### src/rtl/video_pkg.sv
// Shared types for the video timing and test-pattern source.
// Pattern modes, bar colour table and timing size helpers.
package video_pkg;

  typedef enum logic [1:0] {
    PAT_GRADIENT = 2'd0,
    PAT_BARS     = 2'd1,
    PAT_CHECKER  = 2'd2,
    PAT_SCROLL   = 2'd3
  } pattern_mode_e;

  // {R,G,B} on/off per bar; entry 0 is the leftmost bar
  localparam logic [7:0][2:0] BAR_LUT = {
    3'b000, 3'b001, 3'b100, 3'b101,
    3'b010, 3'b011, 3'b110, 3'b111
  };

  localparam int FRAME_W = 8;

  function automatic int vt_total(
    input int act,
    input int fp,
    input int syn,
    input int bp
  );
    return act + fp + syn + bp;
  endfunction

  function automatic int cnt_width(input int total);
    return (total > 1) ? $clog2(total) : 1;
  endfunction

endpackage

### src/rtl/video_timing_counter.sv
// Pixel/line counters with sync, data-enable and frame marker decode.
// Decodes are combinational from the current (col,row) state.
module video_timing_counter
  import video_pkg::*;
#(
  parameter int H_ACTIVE = 80,
  parameter int H_FP     = 4,
  parameter int H_SYNC   = 4,
  parameter int H_BP     = 2,
  parameter int V_ACTIVE = 60,
  parameter int V_FP     = 3,
  parameter int V_SYNC   = 3,
  parameter int V_BP     = 4,
  parameter int HW =
    cnt_width(vt_total(H_ACTIVE, H_FP, H_SYNC, H_BP)),
  parameter int VW =
    cnt_width(vt_total(V_ACTIVE, V_FP, V_SYNC, V_BP))
) (
  input  logic          i_clk,
  input  logic          i_rst,
  output logic [HW-1:0] o_col,
  output logic [VW-1:0] o_row,
  output logic          o_de,
  output logic          o_hs,
  output logic          o_vs,
  output logic          o_sof,
  output logic          o_frame_end
);

  localparam int H_TOTAL =
    vt_total(H_ACTIVE, H_FP, H_SYNC, H_BP);
  localparam int V_TOTAL =
    vt_total(V_ACTIVE, V_FP, V_SYNC, V_BP);

  localparam logic [HW-1:0] H_LAST = HW'(H_TOTAL - 1);
  localparam logic [HW-1:0] H_ACT  = HW'(H_ACTIVE);
  localparam logic [HW-1:0] HS_BEG = HW'(H_ACTIVE + H_FP);
  localparam logic [HW-1:0] HS_END =
    HW'(H_ACTIVE + H_FP + H_SYNC);

  localparam logic [VW-1:0] V_LAST = VW'(V_TOTAL - 1);
  localparam logic [VW-1:0] V_ACT  = VW'(V_ACTIVE);
  localparam logic [VW-1:0] VS_BEG = VW'(V_ACTIVE + V_FP);
  localparam logic [VW-1:0] VS_END =
    VW'(V_ACTIVE + V_FP + V_SYNC);

  logic [HW-1:0] r_col;
  logic [VW-1:0] r_row;
  logic          w_col_last;
  logic          w_row_last;

  assign w_col_last = (r_col == H_LAST);
  assign w_row_last = (r_row == V_LAST);

  always_ff @(posedge i_clk) begin
    if (i_rst) begin
      r_col <= '0;
      r_row <= '0;
    end else if (w_col_last) begin
      r_col <= '0;
      r_row <= w_row_last ? '0 : r_row + 1'b1;
    end else begin
      r_col <= r_col + 1'b1;
    end
  end

  assign o_col = r_col;
  assign o_row = r_row;

  assign o_de  = (r_col < H_ACT) && (r_row < V_ACT);
  assign o_hs  = (r_col >= HS_BEG) && (r_col < HS_END);
  assign o_vs  = (r_row >= VS_BEG) && (r_row < VS_END);
  assign o_sof = (r_col == '0) && (r_row == '0);

  assign o_frame_end = w_col_last && w_row_last;

endmodule

### src/rtl/video_timing_pattern_gen.sv
// Video timing source with runtime-selectable test patterns.
// Outputs are registered one clock after the (col,row) counter state.
module video_timing_pattern_gen
  import video_pkg::*;
#(
  parameter int   H_ACTIVE = 80,
  parameter int   H_FP     = 4,
  parameter int   H_SYNC   = 4,
  parameter int   H_BP     = 2,
  parameter int   V_ACTIVE = 60,
  parameter int   V_FP     = 3,
  parameter int   V_SYNC   = 3,
  parameter int   V_BP     = 4,
  parameter logic HS_POL   = 1'b1,
  parameter logic VS_POL   = 1'b1,
  parameter int   CW       = 4,
  parameter int   SQ_LOG2  = 3
) (
  input  logic            clk_i,
  input  logic            rst_i,
  input  logic [1:0]      mode_i,
  output logic            de_o,
  output logic            hsync_o,
  output logic            vsync_o,
  output logic            sof_o,
  output logic [3*CW-1:0] pix_o
);

  localparam int H_TOTAL =
    vt_total(H_ACTIVE, H_FP, H_SYNC, H_BP);
  localparam int V_TOTAL =
    vt_total(V_ACTIVE, V_FP, V_SYNC, V_BP);
  localparam int HW = cnt_width(H_TOTAL);
  localparam int VW = cnt_width(V_TOTAL);

  localparam logic [HW-1:0] H_LAST = HW'(H_TOTAL - 1);

  localparam int BAR_W = H_ACTIVE / 8;
  localparam int BW    = cnt_width(BAR_W);
  localparam logic [BW-1:0] BAR_LAST = BW'(BAR_W - 1);

  localparam logic [CW-1:0] ONES = '1;

  if (H_ACTIVE % 8 != 0) begin : g_bad_hact
    $error("H_ACTIVE must be a multiple of 8");
  end
  if (H_ACTIVE < 8 || H_FP < 1 || H_SYNC < 1 ||
      H_BP < 1) begin : g_bad_h
    $error("horizontal widths must be >= 1");
  end
  if (V_ACTIVE < 1 || V_FP < 1 || V_SYNC < 1 ||
      V_BP < 1) begin : g_bad_v
    $error("vertical widths must be >= 1");
  end
  if (CW < 1) begin : g_bad_cw
    $error("CW must be >= 1");
  end
  if (SQ_LOG2 < 0 || SQ_LOG2 >= HW) begin : g_bad_sq
    $error("SQ_LOG2 must be below the column width");
  end

  logic [HW-1:0]  w_col;
  logic [VW-1:0]  w_row;
  logic           w_de;
  logic           w_hs;
  logic           w_vs;
  logic           w_sof;
  logic           w_frame_end;

  video_timing_counter #(
    .H_ACTIVE (H_ACTIVE),
    .H_FP     (H_FP),
    .H_SYNC   (H_SYNC),
    .H_BP     (H_BP),
    .V_ACTIVE (V_ACTIVE),
    .V_FP     (V_FP),
    .V_SYNC   (V_SYNC),
    .V_BP     (V_BP),
    .HW       (HW),
    .VW       (VW)
  ) u_cnt (
    .i_clk       (clk_i),
    .i_rst       (rst_i),
    .o_col       (w_col),
    .o_row       (w_row),
    .o_de        (w_de),
    .o_hs        (w_hs),
    .o_vs        (w_vs),
    .o_sof       (w_sof),
    .o_frame_end (w_frame_end)
  );

  pattern_mode_e        r_mode;
  logic [FRAME_W-1:0]   r_frame;
  logic [BW-1:0]        r_bar_cnt;
  logic [2:0]           r_bar_idx;

  // Mode and animation counter change only between frames
  always_ff @(posedge clk_i) begin
    if (rst_i) begin
      r_mode  <= PAT_GRADIENT;
      r_frame <= '0;
    end else if (w_frame_end) begin
      r_mode  <= pattern_mode_e'(mode_i);
      r_frame <= r_frame + 1'b1;
    end
  end

  // Bar index tracks the current column without a divider
  always_ff @(posedge clk_i) begin
    if (rst_i) begin
      r_bar_cnt <= '0;
      r_bar_idx <= '0;
    end else if (w_col == H_LAST) begin
      r_bar_cnt <= '0;
      r_bar_idx <= '0;
    end else if (r_bar_cnt == BAR_LAST) begin
      r_bar_cnt <= '0;
      r_bar_idx <= r_bar_idx + 3'd1;
    end else begin
      r_bar_cnt <= r_bar_cnt + 1'b1;
    end
  end

  logic [CW-1:0] w_x;
  logic [CW-1:0] w_y;
  logic [CW-1:0] w_fr;
  logic [CW-1:0] w_sx;
  logic          w_cx;
  logic          w_cy;
  logic [2:0]    w_bar;

  if (CW <= HW) begin : g_x_trunc
    assign w_x = w_col[CW-1:0];
  end else begin : g_x_ext
    assign w_x = {{(CW-HW){1'b0}}, w_col};
  end

  if (CW <= VW) begin : g_y_trunc
    assign w_y = w_row[CW-1:0];
  end else begin : g_y_ext
    assign w_y = {{(CW-VW){1'b0}}, w_row};
  end

  if (CW <= FRAME_W) begin : g_f_trunc
    assign w_fr = r_frame[CW-1:0];
  end else begin : g_f_ext
    assign w_fr = {{(CW-FRAME_W){1'b0}}, r_frame};
  end

  if (SQ_LOG2 < VW) begin : g_cy
    assign w_cy = w_row[SQ_LOG2];
  end else begin : g_cy_zero
    assign w_cy = 1'b0;
  end

  assign w_cx  = w_col[SQ_LOG2];
  assign w_sx  = w_x + w_fr;
  assign w_bar = BAR_LUT[r_bar_idx];

  logic [3*CW-1:0] w_pix;

  always_comb begin
    w_pix = '0;
    unique case (r_mode)
      PAT_GRADIENT: w_pix = {w_x, w_y, ONES};
      PAT_BARS: w_pix = {{CW{w_bar[2]}},
                         {CW{w_bar[1]}},
                         {CW{w_bar[0]}}};
      PAT_CHECKER: w_pix = (w_cx ^ w_cy) ? {3{ONES}} : '0;
      PAT_SCROLL: w_pix = {w_sx, w_y, ONES};
      default: w_pix = '0;
    endcase
  end

  always_ff @(posedge clk_i) begin
    if (rst_i) begin
      de_o    <= 1'b0;
      sof_o   <= 1'b0;
      hsync_o <= ~HS_POL;
      vsync_o <= ~VS_POL;
      pix_o   <= '0;
    end else begin
      de_o    <= w_de;
      sof_o   <= w_sof;
      hsync_o <= w_hs ? HS_POL : ~HS_POL;
      vsync_o <= w_vs ? VS_POL : ~VS_POL;
      pix_o   <= w_de ? w_pix : '0;
    end
  end

endmodule

### config.mk
export PLATFORM = sky130hd
export DESIGN_NAME = video_timing_pattern_gen
export DESIGN_NICKNAME = d
export VERILOG_FILES = /design/src/rtl/video_pkg.sv /design/src/rtl/video_timing_counter.sv /design/src/rtl/video_timing_pattern_gen.sv
export SDC_FILE = /design/constraint.sdc
export NUM_CORES = 1
export LEC_CHECK = 0
export BUFFER_PORTS_ARGS = -buffer_cell sky130_fd_sc_hd__clkbuf_2
export CORE_MARGIN = 5
export CORE_UTILIZATION = 40
export CTS_CLUSTER_SIZE = 30
export DETAILED_ROUTE_END_ITERATION = 6
export HOLD_SLACK_MARGIN = 0.03
export PLACE_DENSITY = 0.6
export SLEW_MARGIN = 20
export SYNTH_ARGS = -nofsm -noshare
export SYNTH_HDL_FRONTEND = slang
export SYNTH_SLANG_ARGS = --single-unit
### constraint.sdc
create_clock -name clk_i -period 2.5 [get_ports clk_i]
set_input_delay 0.375 -clock clk_i [delete_from_list [all_inputs] [get_ports clk_i]]
set_output_delay 0.375 -clock clk_i [all_outputs]
set_load 0.02 [all_outputs]
# [After elaboration in Yosys (flattened, before gate mapping)]
# Memory sizes are Yosys's and may differ from the RTL's. A register that Yosys moved wholly into a read port is not among the register bits.
# Cells that the tools add are included.
[word_totals] register_bits=47 latch_bits=0 mem_bits_rw=0 mem_bits_ro=24 output_inout_bits=16 mem_count=1
[mem_list] name="(no name shown)" words=8 width=3 read_ports=1 rd_ports_with_merged_regs=1 write_ports=0 line="video_timing_pattern_gen.sv:159" source="assign w_bar = BAR_LUT[r_bar_idx];"
[op_classes] n_addsub=6 mul=0 div=0 n_lt_le_gt_ge=7 eq_ne=6 shifts=0 n_mux=8 bitwise_logic=2 n_reduce_logical=11
[ops] cell="$pmux W12 S4" n=1
[ops] cell="$lt A7 B7 Y1 const B" n=3
[ops] cell="$add A7 B1 Y7 const B" n=2
[ops] cell="$eq A7 B7 Y1 const B" n=2
[ops] cell="$logic_not A7 Y1" n=2
[ops] cell="$mux W12" n=1
[ops] cell="$mux W3" n=3
[ops] cell="$add A8 B1 Y8 const B" n=1
[ops] cell="$ge A7 B6 Y1 const B" n=1
[ops] cell="$ge A7 B7 Y1 const B" n=1
[ops] cell="$lt A7 B6 Y1 const B" n=1
[ops] cell="$mux W7" n=1
[ops] cell="$logic_and A1 B1 Y1" n=5
[ops] cell="$add A4 B1 Y4 const B" n=1
[ops] cell="$add A4 B4 Y4" n=1
[ops] cell="$eq A2 B2 Y1 const B" n=2
[ops] cell="$eq A4 B4 Y1 const B" n=1
[ops] cell="$lt A3 B4 Y1 const B" n=1
[ops] cell="$reduce_or A2 Y1" n=2
[ops] cell="$add A3 B1 Y3 const B" n=1
[ops] cell="$reduce_or A3 Y1" n=1
[ops] cell="$eq A2 B1 Y1 const B" n=1
[ops] cell="$logic_not A2 Y1" n=1
[ops] cell="$mux W1" n=2
[ops] cell="other kinds (2)" n=2

# [Longest topological paths before layout]
[logic_depth] word_depth=4 ltp_mapped=7 ltp_nobuf=6

# [Modules after synthesis]
# From an unflattened synthesis, not the netlist that was laid out.
[unflattened] hier_cells=225 hier_area_um2=2040.7
[modules_own_cells] mod="video_timing_pattern_gen" n_inst=1 cells_per_inst=127 area_each_um2=1219.9 seq_area_each_um2=580.6
[modules_own_cells] mod="video_timing_counter" n_inst=1 cells_per_inst=98 area_each_um2=820.8 seq_area_each_um2=280.3

# [Least setup slack after synthesis]
# Ideal clock, no wire load.
[synth_timing] path_type="register to register" from="register u_cnt.r_col[1], in the netlist u_cnt.o_col[1]" to="register w_bar[1] (netlist name)" t_arrival_ns=1.611 t_required_ns=2.377 setup_slack_ns=0.766 stages_incl_launch_ff=8 synth_period_minus_slack_ns=1.734 cell_sequence="dfxtp_1 inv_1 ha_1 and4bb_4 nand2_4 or2b_1 clkbuf_1 or2_2"
[synth_rtl] element="from (decl)" line="video_timing_counter.sv:47" source="logic [HW-1:0] r_col;"
[synth_rtl] element="from (signal assigned)" line="video_timing_counter.sv:63" source="r_col <= r_col + 1'b1;"

==> flow_summary.json <==
{
  "clock_skew_ns": 0.00219,
  "route.detailed.drc": 0,
  "p_per_area_nw_per_um2": 583,
  "dr.pass1.iters": 4,
  "grt_util_all_layers": 0.134,
  "slowest_stage": "dfxtp_1",
  "row_count": 25,
  "wl_mm": 3.87,
  "synth-edff-count": 0,
  "cp.required_ns": 2.68,
  "worstHoldPathCells": 3,
  "rsz0062_at_grt": "false",
  "r2r_slack_ns": 0.64,
  "period_share": 0.745,
  "synth_nets": 240,
  "max_stage_delay_ns": 0.45,
  "ys_async_sr_fraction": 0,
  "die_x_um": 81.1,
  "grt_pass1_wl_mm": 6.74,
  "r2r_start": "u_cnt.o_col[1]",
  "start_util": 0.420,
  "synth_area_leaders": "dfxtp_1, ha_1, a21oi_1",
  "ios": 20,
  "crit_family": "simple AND/OR/NAND/NOR gates",
  "dp.cells": 297,
  "relSlewSlack": 0.712,
  "hold_path.class": "primary input to register",
  "vias": 1527,
  "avgSynthCellArea_um2": 9.11,
  "syn_area_um2": 2020,
  "wl_per_cell_um": 12.7,
  "critPathBufInv": 1,
  "ant_nets": 0,
  "dp_hpwl_mm": 2.88,
  "grt_pass1_vias": 1412,
  "worstPathArrival_ns": 2.05,
  "drv_slew": 0,
  "core_um2": 4820,
  "use_met3": 0.0310,
  "crit_chain": "inv_1, ha_1, and4bb_4, nand2_4, or2b_1, or2_2",
  "hold_path_end": "r_mode[0]",
  "fin_nets": 255,
  "cts.sinks": 43,
  "crit_fanout": 12,
  "start_kind": "register",
  "clk_pin_slew_ns": 0.08,
  "synthToLayoutAreaGrowth_pct": 10.3,
  "clock_path_buffers": 2,
  "yosys_warnings": 0,
  "finalCriticalPeriod_ns": 1.86,
  "setup_tns_ns": 0,
  "finalNonFillerCells": 304,
  "clockRootBuffer": "clkbuf_8",
  "hold_viol_final": 0,
  "cts_tree": "built",
  "post_cts_buffers": 0,
  "mostFrequentLayoutCells": "dfxtp_1, nor2_1, clkbuf_2",
  "cap_violations": 0,
  "status": "finished clean",
  "synth-seq-area-share": 0.426,
  "cts_buffers": 5,
  "globalRouteMet2Util": 0.213,
  "worstHoldStart": "mode_i[0]",
  "setup_viol": 0,
  "diodes": 0,
  "postCtsHoldBufs": 0,
  "syn_inst": 222,
  "synth.distinct_cells": 43,
  "ys_ff_latch": 43,
  "antenna_found_initial": 0,
  "die-area_um2": 6580,
  "p_leak_nw": 0.930,
  "r2r_end": "w_bar[1]",
  "layout_commonest_cell": "dfxtp_1",
  "cp-end-kind": "register",
  "grt.busiest_layer": "met2",
  "ir_drop_mv": 0.278,
  "critPathKind": "register to register",
  "grt_max_degree": 22,
  "ys.flop_type": "dfxtp_1",
  "grt.met1_usage": 0.171,
  "ff2ff_path_depth": 6,
  "via_per_inst": 5.02,
  "worst_pin_slew_ns": 0.431,
  "die-height_um": 81.1,
  "drt_iter0_markers": 69,
  "cts-resized-gates": 0,
  "max_freq_ghz": 0.537,
  "synth_top_area_share": 0.426,
  "post_route_cells_drive_above_1_share": 0.148,
  "gp_congestion": 0.813,
  "grt_overflow": 0,
  "yosysTopAreaCell": "dfxtp_1",
  "htree_levels": 2,
  "clk_latency_ns": 0.29,
  "port_buffers": 19
}
[worst max-delay path by stage]
stage | end | cells after the start | start | slack, ns
after floorplan | w_bar[1] | 7 | u_cnt.o_col[1] | 0.77
after global placement | w_bar[1] | 6 | u_cnt.o_col[1] | 0.68
after detailed placement | w_bar[1] | 6 | u_cnt.o_col[1] | 0.62
after CTS | w_bar[1] | 6 | u_cnt.o_col[1] | 0.61
after global routing | w_bar[1] | 6 | u_cnt.o_col[1] | 0.48
final | w_bar[1] | 6 | u_cnt.o_col[1] | 0.64
[metal layers]
| metal | vias up | wire length (µm) |
|---|---|---|
| met1 | 707 | 1840 |
| met3 | 8 | 137 |
| met4 | 0 | 86 |
| li1 | 790 | - |
| met2 | 22 | 1810 |
| met5 | - | 0 |
[tightest hold or removal path, stage by stage]
cell	delay, ns
clkbuf_2	0.09
nand3_1	0.06
a21oi_1	0.05
[sequential cells by signal (all words and copies together) (netlist names)]
| name | flops |
|---|---|
| r_bar_idx | 3 |
| w_bar | 3 |
| hsync_o | 1 |
| sof_o | 1 |
| u_cnt.o_row | 7 |
| pix_o | 9 |
| de_o | 1 |
| u_cnt.o_col | 7 |
| r_mode | 2 |
| r_bar_cnt | 4 |
| vsync_o | 1 |
| r_frame | 4 |
[layout make-up]
type,instances,area [µm²]
fill,492,2590
multi-input combinational,152,1020
sequential,43,861
timing repair buffer,21,110
tap,67,83.8
clock buffer,6,72.6
inverter,14,52.6
clock inverter,1,30.0
[metrics by stage]
step            util  power, mW  setup slack (ns)  hold slack (ns)  instance area, µm²
6_report       0.463       1.30             0.637            0.326                2230
5_1_grt        0.463       1.35             0.483            0.325                2230
4_1_cts        0.463       1.32             0.614            0.312                2230
3_5_place_dp   0.442      0.799             0.622            0.448                2130
3_3_place_gp   0.442      0.798             0.683            0.447                2130
2_1_floorplan      -      0.778             0.766            0.432                2020
[power by group]
group,internal (mW),total [mW],switching [mW]
Sequential,0.699,0.713,0.0139
Combinational,0.0281,0.0689,0.0408
Clock,0.293,0.520,0.227
Total,1.02,1.30,0.282
[cell usage after synthesis (all sizes together) (2+ instances only)]
| cell | instances |
|---|---|
| a21oi | 18 |
| or3 | 4 |
| dfxtp | 43 |
| buf | 9 |
| or4 | 2 |
| nand3 | 10 |
| nor3 | 9 |
| xnor2 | 7 |
| and3 | 3 |
| nor2b | 4 |
| nor2 | 20 |
| xor2 | 9 |
| nand2 | 11 |
| inv | 14 |
| ha | 13 |
| or2 | 2 |
| a31oi | 2 |
| clkbuf | 4 |
| o21ai | 8 |
| and2 | 6 |
| a22oi | 3 |
| nand4 | 7 |
[cell families after synthesis]
logic type	share of synthesized area
multiplexers	0.00495
buffers and inverters	0.0693
AO/OA/AOI/OAI	0.111
XOR/XNOR	0.0693
adder cells (fa/ha/maj)	0.0903
flip-flops	0.426
AND/OR/NAND/NOR	0.229
Power figures use the tool's default switching activity.
